**src/rtl/dmem_port_arbiter_if.sv**
```systemverilog
// Bus bundle for dmem_port_arbiter: two requester ports plus the data_memory side.
// master = requesters and memory model, slave = the arbiter.
interface dmem_port_arbiter_if #(
  parameter int ADDR_W = 64,
  parameter int DATA_W = 64
);
  logic              req0;
  logic              req1;
  logic              we0;
  logic              we1;
  logic [ADDR_W-1:0] addr0;
  logic [ADDR_W-1:0] addr1;
  logic [DATA_W-1:0] wdata0;
  logic [DATA_W-1:0] wdata1;
  logic              gnt0;
  logic              gnt1;
  logic              done0;
  logic              done1;
  logic [DATA_W-1:0] rdata0;
  logic [DATA_W-1:0] rdata1;
  logic              mem_read;
  logic              mem_write;
  logic [ADDR_W-1:0] mem_addr;
  logic [DATA_W-1:0] mem_wdata;
  logic [DATA_W-1:0] mem_rdata;

  modport master (
    output req0, req1, we0, we1, addr0, addr1, wdata0, wdata1, mem_rdata,
    input  gnt0, gnt1, done0, done1, rdata0, rdata1,
           mem_read, mem_write, mem_addr, mem_wdata
  );

  modport slave (
    input  req0, req1, we0, we1, addr0, addr1, wdata0, wdata1, mem_rdata,
    output gnt0, gnt1, done0, done1, rdata0, rdata1,
           mem_read, mem_write, mem_addr, mem_wdata
  );
endinterface

```
**src/rtl/dmem_port_arbiter.sv**
```systemverilog
// Two-port arbiter in front of data_memory with an issue/wait/respond sequencer.
// Define DMEM_FIXED_PRIO_EN for fixed port-0 priority; default is round-robin.
//
// state | meaning
// IDLE  | no access in flight; arbitrate and latch the winner's fields
// ISSUE | gnt pulse and one-cycle MemRead/MemWrite strobe
// WAIT  | memory read latency countdown (skipped when MEM_LATENCY=0)
// RESP  | done pulse; read data already captured into the owner's rdata
module dmem_port_arbiter #(
  parameter int ADDR_W      = 64,
  parameter int DATA_W      = 64,
  parameter int MEM_LATENCY = 1
) (
  input logic               clk,
  input logic               reset,
  dmem_port_arbiter_if.slave bus
);

  typedef enum logic [1:0] {IDLE, ISSUE, WAIT, RESP} state_t;

  localparam logic [3:0] CNT_LOAD = (MEM_LATENCY > 0) ? 4'(MEM_LATENCY - 1) : 4'd0;

  state_t     state;
  logic       owner;
  logic       we_q;
  logic [3:0] cnt;
  logic       pick1;
  logic       enter_resp;

`ifdef DMEM_FIXED_PRIO_EN
  always_comb begin
    pick1 = bus.req1 & ~bus.req0;
  end
`else
  logic last_owner;

  // on a tie, the port that was not served last wins
  always_comb begin
    pick1 = bus.req1 & (~bus.req0 | ~last_owner);
  end
`endif

  always_comb begin
    enter_resp = ((state == ISSUE) && (MEM_LATENCY == 0)) ||
                 ((state == WAIT) && (cnt == 4'd0));
  end

  always_ff @(posedge clk or negedge reset) begin
    if (!reset) begin
      state         <= IDLE;
      owner         <= 1'b0;
      we_q          <= 1'b0;
      cnt           <= 4'd0;
`ifndef DMEM_FIXED_PRIO_EN
      last_owner    <= 1'b1;
`endif
      bus.gnt0      <= 1'b0;
      bus.gnt1      <= 1'b0;
      bus.done0     <= 1'b0;
      bus.done1     <= 1'b0;
      bus.rdata0    <= '0;
      bus.rdata1    <= '0;
      bus.mem_read  <= 1'b0;
      bus.mem_write <= 1'b0;
      bus.mem_addr  <= '0;
      bus.mem_wdata <= '0;
    end else begin
      bus.gnt0      <= 1'b0;
      bus.gnt1      <= 1'b0;
      bus.done0     <= 1'b0;
      bus.done1     <= 1'b0;
      bus.mem_read  <= 1'b0;
      bus.mem_write <= 1'b0;
      case (state)
        IDLE: begin
          if (bus.req0 | bus.req1) begin
            owner         <= pick1;
`ifndef DMEM_FIXED_PRIO_EN
            last_owner    <= pick1;
`endif
            we_q          <= pick1 ? bus.we1 : bus.we0;
            bus.mem_addr  <= pick1 ? bus.addr1 : bus.addr0;
            bus.mem_wdata <= pick1 ? bus.wdata1 : bus.wdata0;
            bus.gnt0      <= ~pick1;
            bus.gnt1      <= pick1;
            bus.mem_read  <= ~(pick1 ? bus.we1 : bus.we0);
            bus.mem_write <= pick1 ? bus.we1 : bus.we0;
            state         <= ISSUE;
          end
        end
        ISSUE: begin
          if (MEM_LATENCY == 0) begin
            state <= RESP;
          end else begin
            cnt   <= CNT_LOAD;
            state <= WAIT;
          end
        end
        WAIT: begin
          if (cnt == 4'd0) begin
            state <= RESP;
          end else begin
            cnt <= cnt - 4'd1;
          end
        end
        RESP: begin
          state <= IDLE;
        end
        default: begin
          state <= IDLE;
        end
      endcase

      // mem_rdata is sampled on the edge that enters RESP, for reads only
      if (enter_resp) begin
        bus.done0 <= ~owner;
        bus.done1 <= owner;
        if (!we_q) begin
          if (owner) bus.rdata1 <= bus.mem_rdata;
          else       bus.rdata0 <= bus.mem_rdata;
        end
      end
    end
  end

endmodule

```
**src/flat_wrapper.sv**
```systemverilog
// flat-port wrapper written by rule: the top's interface ports become plain ports
module dmem_port_arbiter_flat 
#(
  parameter int ADDR_W      = 64,
  parameter int DATA_W      = 64,
  parameter int MEM_LATENCY = 1
)
  (clk, reset, bus_req0, bus_req1, bus_we0, bus_we1, bus_addr0, bus_addr1, bus_wdata0, bus_wdata1, bus_mem_rdata, bus_gnt0, bus_gnt1, bus_done0, bus_done1, bus_rdata0, bus_rdata1, bus_mem_read, bus_mem_write, bus_mem_addr, bus_mem_wdata);
  dmem_port_arbiter_if #(.ADDR_W(ADDR_W), .DATA_W(DATA_W)) bus_i ();
  input logic clk;
  input logic reset;
  input wire logic [$bits(bus_i.req0)-1:0] bus_req0;
  input wire logic [$bits(bus_i.req1)-1:0] bus_req1;
  input wire logic [$bits(bus_i.we0)-1:0] bus_we0;
  input wire logic [$bits(bus_i.we1)-1:0] bus_we1;
  input wire logic [$bits(bus_i.addr0)-1:0] bus_addr0;
  input wire logic [$bits(bus_i.addr1)-1:0] bus_addr1;
  input wire logic [$bits(bus_i.wdata0)-1:0] bus_wdata0;
  input wire logic [$bits(bus_i.wdata1)-1:0] bus_wdata1;
  input wire logic [$bits(bus_i.mem_rdata)-1:0] bus_mem_rdata;
  output wire logic [$bits(bus_i.gnt0)-1:0] bus_gnt0;
  output wire logic [$bits(bus_i.gnt1)-1:0] bus_gnt1;
  output wire logic [$bits(bus_i.done0)-1:0] bus_done0;
  output wire logic [$bits(bus_i.done1)-1:0] bus_done1;
  output wire logic [$bits(bus_i.rdata0)-1:0] bus_rdata0;
  output wire logic [$bits(bus_i.rdata1)-1:0] bus_rdata1;
  output wire logic [$bits(bus_i.mem_read)-1:0] bus_mem_read;
  output wire logic [$bits(bus_i.mem_write)-1:0] bus_mem_write;
  output wire logic [$bits(bus_i.mem_addr)-1:0] bus_mem_addr;
  output wire logic [$bits(bus_i.mem_wdata)-1:0] bus_mem_wdata;
  assign bus_i.req0 = bus_req0;
  assign bus_i.req1 = bus_req1;
  assign bus_i.we0 = bus_we0;
  assign bus_i.we1 = bus_we1;
  assign bus_i.addr0 = bus_addr0;
  assign bus_i.addr1 = bus_addr1;
  assign bus_i.wdata0 = bus_wdata0;
  assign bus_i.wdata1 = bus_wdata1;
  assign bus_i.mem_rdata = bus_mem_rdata;
  assign bus_gnt0 = bus_i.gnt0;
  assign bus_gnt1 = bus_i.gnt1;
  assign bus_done0 = bus_i.done0;
  assign bus_done1 = bus_i.done1;
  assign bus_rdata0 = bus_i.rdata0;
  assign bus_rdata1 = bus_i.rdata1;
  assign bus_mem_read = bus_i.mem_read;
  assign bus_mem_write = bus_i.mem_write;
  assign bus_mem_addr = bus_i.mem_addr;
  assign bus_mem_wdata = bus_i.mem_wdata;
  dmem_port_arbiter #(.ADDR_W(ADDR_W), .DATA_W(DATA_W), .MEM_LATENCY(MEM_LATENCY)) u_core (.clk(clk), .reset(reset), .bus(bus_i));
endmodule
```
**config.mk**
```make
export PLATFORM = sky130hd
export DESIGN_NAME = dmem_port_arbiter_flat
export DESIGN_NICKNAME = d
export VERILOG_FILES = /design/src/rtl/dmem_port_arbiter_if.sv /design/src/rtl/dmem_port_arbiter.sv /design/src/flat_wrapper.sv
export SDC_FILE = /design/constraint.sdc
export NUM_CORES = 1
export LEC_CHECK = 0
export ABC_AREA = 1
export BUFFER_PORTS_ARGS = -buffer_cell sky130_fd_sc_hd__buf_2
export CAP_MARGIN = 20
export CORE_AREA = 3 3 230 232
export CTS_BUF_LIST = sky130_fd_sc_hd__clkbuf_8 sky130_fd_sc_hd__clkbuf_16
export DETAILED_ROUTE_END_ITERATION = 10
export DIE_AREA = 0 0 233 235
export PLACE_DENSITY = 0.53
export SLEW_MARGIN = 20
export SYNTH_ARGS = -nofsm -noshare
export SYNTH_HDL_FRONTEND = slang
export SYNTH_SLANG_ARGS = --single-unit
```
**constraint.sdc**
```tcl
create_clock -name clk -period 1.6 [get_ports clk]
set_input_delay 0.32 -clock clk [delete_from_list [all_inputs] [get_ports clk]]
set_output_delay 0.32 -clock clk [all_outputs]
set_load 0.01 [all_outputs]
```
==> impl_results.md <==
* Sequential Area at 6780 µm²
* Worst min-delay path class: in -> reg
* Clock skew at 14.5 ps
* Final net count at 2,481
* Cell count after synthesis at 1,303
* HP Start: bus_mem_rdata[53]
* CP arrival at 2060 ps
* Max stage delay on crit path at 370 ps
* GP Congestion at 0.839
* Critical path class: reg -> reg
* Drt drc at 0
* Die ar. at 54,800 µm²
* Post-synthesis mux area share at 0
* GRT Util Overall at 0.164
* Max Cap Viol at 0
* Layout fillers at 5,106
* Max IR drop VDD at 0.00100 V
* Top-count cell post-synth: nand2_1
* Drt initial violations at 722
* CTS Sinks at 271
* Synth Area in Simple Gates at 0.261
* Worst Reg-to-Reg Cells at 10
* Peak Freq at 0.624 GHz
* Leading area contributor after synthesis: dfrtp_1
* Vias in the first global route at 12,600
* Final worst-path cycle share at 1.00
* Layout area overhead at 73.5%
* CP max-delay cell: dfrtp_1
* Worst Setup Start Kind: flop
* Worst Tran Pin Value at 423 ps
* Num CTS Buffers at 34
* Violated checks: setup timing
* Syn Nets at 1,632
* Main combinational cell family by area after synthesis: simple AND/OR/NAND/NOR gates
* Min-Delay Endpoint: u_core.bus.rdata1[53]
* Die width at 233 µm
* Final hold vios at 0
* Initial antenna violation count at 8
* Seq/Total Area, Yosys at 0.605
* Share of cells above drive strength 1 at 0.379
* Async SR Flop Fraction at 1.00
* FF-to-FF End: u_core.bus.mem_addr[52]
* Critical-path cell list: inv_2 -> ha_4 -> inv_4 -> nor2_4 -> inv_4 -> nor2_8 -> buf_12 -> clkbuf_16 -> nand2_1 -> nand3_1
* Final wirelength at 50.6 mm
* WP buf/inv at 5
* Reg2reg setup slack at -4 ps
* IO Port Bufs at 587
* Post-synthesis adder-cell area fraction at 0.00335
* RSZ-0062 raised after global routing: true
* Synth top area share at 0.602
* Grt ovf at 0
* Crit path time final at 1600 ps
* Status: finished with violations
* Crit path max-delay family: buffers and inverters
* Slew Limit Fails at 0
* Xor/xnor cell area share of the yosys netlist at 0.000781
* First-pass DRT Iterations at 5
* Crit end category: flop
* H-tree levels at 2
* Peak fanout along the critical path at 10
* Crit path top cell by count: inv_4
* Clock Pin Slew Worst Setup and Hold Paths at 60 ps
* CP required at 2060 ps
* EDFF count, synth at 0
* Starting Density at 0.219
* Die height at 235 µm
* Commonest cells in the netlist: 565 x nand2_1, 270 x dfrtp_1, 90 x nand3_1
* DR vias/cell at 4.33
* Syn. warnings at 0
* Vias at 12,400
* Post-synthesis compound-gate area fraction at 0.0696
* Post-synth cell types at 27
* Slew HR at 0.718
* Final Util at 0.380
* Largest net degree at the start of global routing at 65
* Multi-input gate area at 4170 µm²
* Hpwl dp at 31.8 mm
* Top FF cell, synth: dfrtp_1
* Worst hold slack at 43.7 ps
* Clock tree buffer depth at 3
* R2r startpoint: u_core.state[0]
* Skew-Pair Late Insertion Delay at 530 ps
* Leak at 10.5 nW
* IO Count at 588
* WL/cell at 17.7 µm
* Final setup vio count at 1
* Average size of a mapped cell at 8.61 µm²
* DRT antenna net count at 0
* Row cnt at 83
* Top post-synthesis cells by area: dfrtp_1 60%, nand2_1 19%, nand3_1 4.0%
* Pwr Density at 1840 nW/µm²
* Worst Setup Slack, final at -3.70 ps
* CTS tree: done
* Hold Path Cell Cnt at 3
* Core area at 51,200 µm²
* Global-route wire length before repair at 70.9 mm
* FF+latch count, synth at 271
* Root Buffer: clkbuf_16
* Mapped cell area at 11,200 µm²
==> worst reg2reg max path, cell delays in order (launching register included) <==
cell and delay (ps):
dfrtp_1 370, inv_2 90, ha_4 150, inv_4 40, nor2_4 110, inv_4 60, nor2_8 220, buf_12 160
clkbuf_16 170, nand2_1 80, nand3_1 80
==> sequential cells by signal, summed over array words and instances, names as in the netlist <==
name                  flops
u_core.cnt                4
u_core.bus.gnt1           1
u_core.bus.mem_addr      64
u_core.last_owner         1
u_core.bus.rdata0        64
u_core.owner              1
u_core.bus.mem_read       1
u_core.bus.gnt0           1
u_core.we_q               1
u_core.bus.mem_wdata     64
u_core.bus.done0          1
u_core.state              2
u_core.bus.mem_write      1
u_core.bus.done1          1
u_core.bus.rdata1        64
==> cell type report <==
type / instances / area share
flip-flops and latches: 271 / 0.348
repair buffers: 884 / 0.322
multi-input cells: 885 / 0.214
clock buffers: 39 / 0.0478
well taps: 680 / 0.0437
inverters: 76 / 0.0149
clock inverters: 19 / 0.00784
diodes: 6 / 0.000771
==> where the power goes <==
group          switching [W]  total [W]  internal (W)  leakage, nW
Sequential           0.00199     0.0123        0.0103         3.31
Clock                0.00308    0.00756       0.00449        0.564
Combinational        0.00908     0.0159       0.00686         6.61
Total                 0.0141     0.0358        0.0217         10.5
==> metrics by stage <==
step | TNS, ps | instance area [µm²] | worst slack (ps) | std cells | power (W)
floorplan | 0 | 11200 | 92.3 | 1303 | 0.0192
global placement | -1370 | 15200 | -48.1 | 2556 | 0.0257
detailed placement | -4220 | 15200 | -74.4 | 2556 | 0.0259
CTS | -329 | 18600 | -22.7 | 2834 | 0.0348
global route | -6040 | 19500 | -100 | 2860 | 0.0383
finish | -3.70 | 19500 | -3.70 | 2860 | 0.0358
==> metal layers <==
metal | vias up | global-route usage | routed length, µm
li1 | 5781 | - | -
met1 | 5897 | 0.189 | 19600
met2 | 594 | 0.285 | 25000
met3 | 110 | 0.0481 | 4060
met4 | 4 | 0.0636 | 1810
met5 | - | 0 | 32
==> how the worst max path moves through the flow <==
stage / startpoint / endpoint / depth (start not counted)
finish: u_core.state[0] / u_core.bus.mem_addr[52] / 10
global placement: u_core.state[0] / u_core.bus.mem_addr[49] / 9
floorplan: u_core.state[0] / u_core.bus.mem_addr[7] / 9
global route: u_core.state[1] / u_core.bus.mem_addr[52] / 10
detailed placement: u_core.state[0] / u_core.bus.mem_addr[6] / 9
CTS: u_core.state[0] / u_core.bus.mem_addr[1] / 9
==> cell families (layout without fill, tap and decap cells) <==
kind of cell / after synthesis / count (layout)
compound gates: 156 / 156
other cells: 0 / 6
xor+xnor: 1 / 1
simple gates: 725 / 725
flops: 271 / 271
fa+ha+maj: 3 / 3
buf+inv: 147 / 1018
==> cell usage in the layout (no fill, tap or decap), drive strengths merged <==
master / count
xor2: 1
nor2: 54
dfrtp: 270
inv: 86
ha: 3
dfstp: 1
a21oi: 1
nand3: 91
nand2: 577
o21ai: 155
clkbuf: 50
nand4: 2
bufinv: 2
and2: 1
diode: 6
clkinv: 6
buf: 664
clkinvlp: 1
dlygate4sd3: 209
==> what timing repair did <==
item	4_1_cts	5_1_grt
gates resized for setup	11	115
gates cloned	5	15
hold buffers	209	0
endpoints found under the hold margin	163	0
endpoints found under the setup margin	144	209
pin swaps	1	11
setup buffers	6	7
No activity file was read; power rests on OpenSTA's default activity.
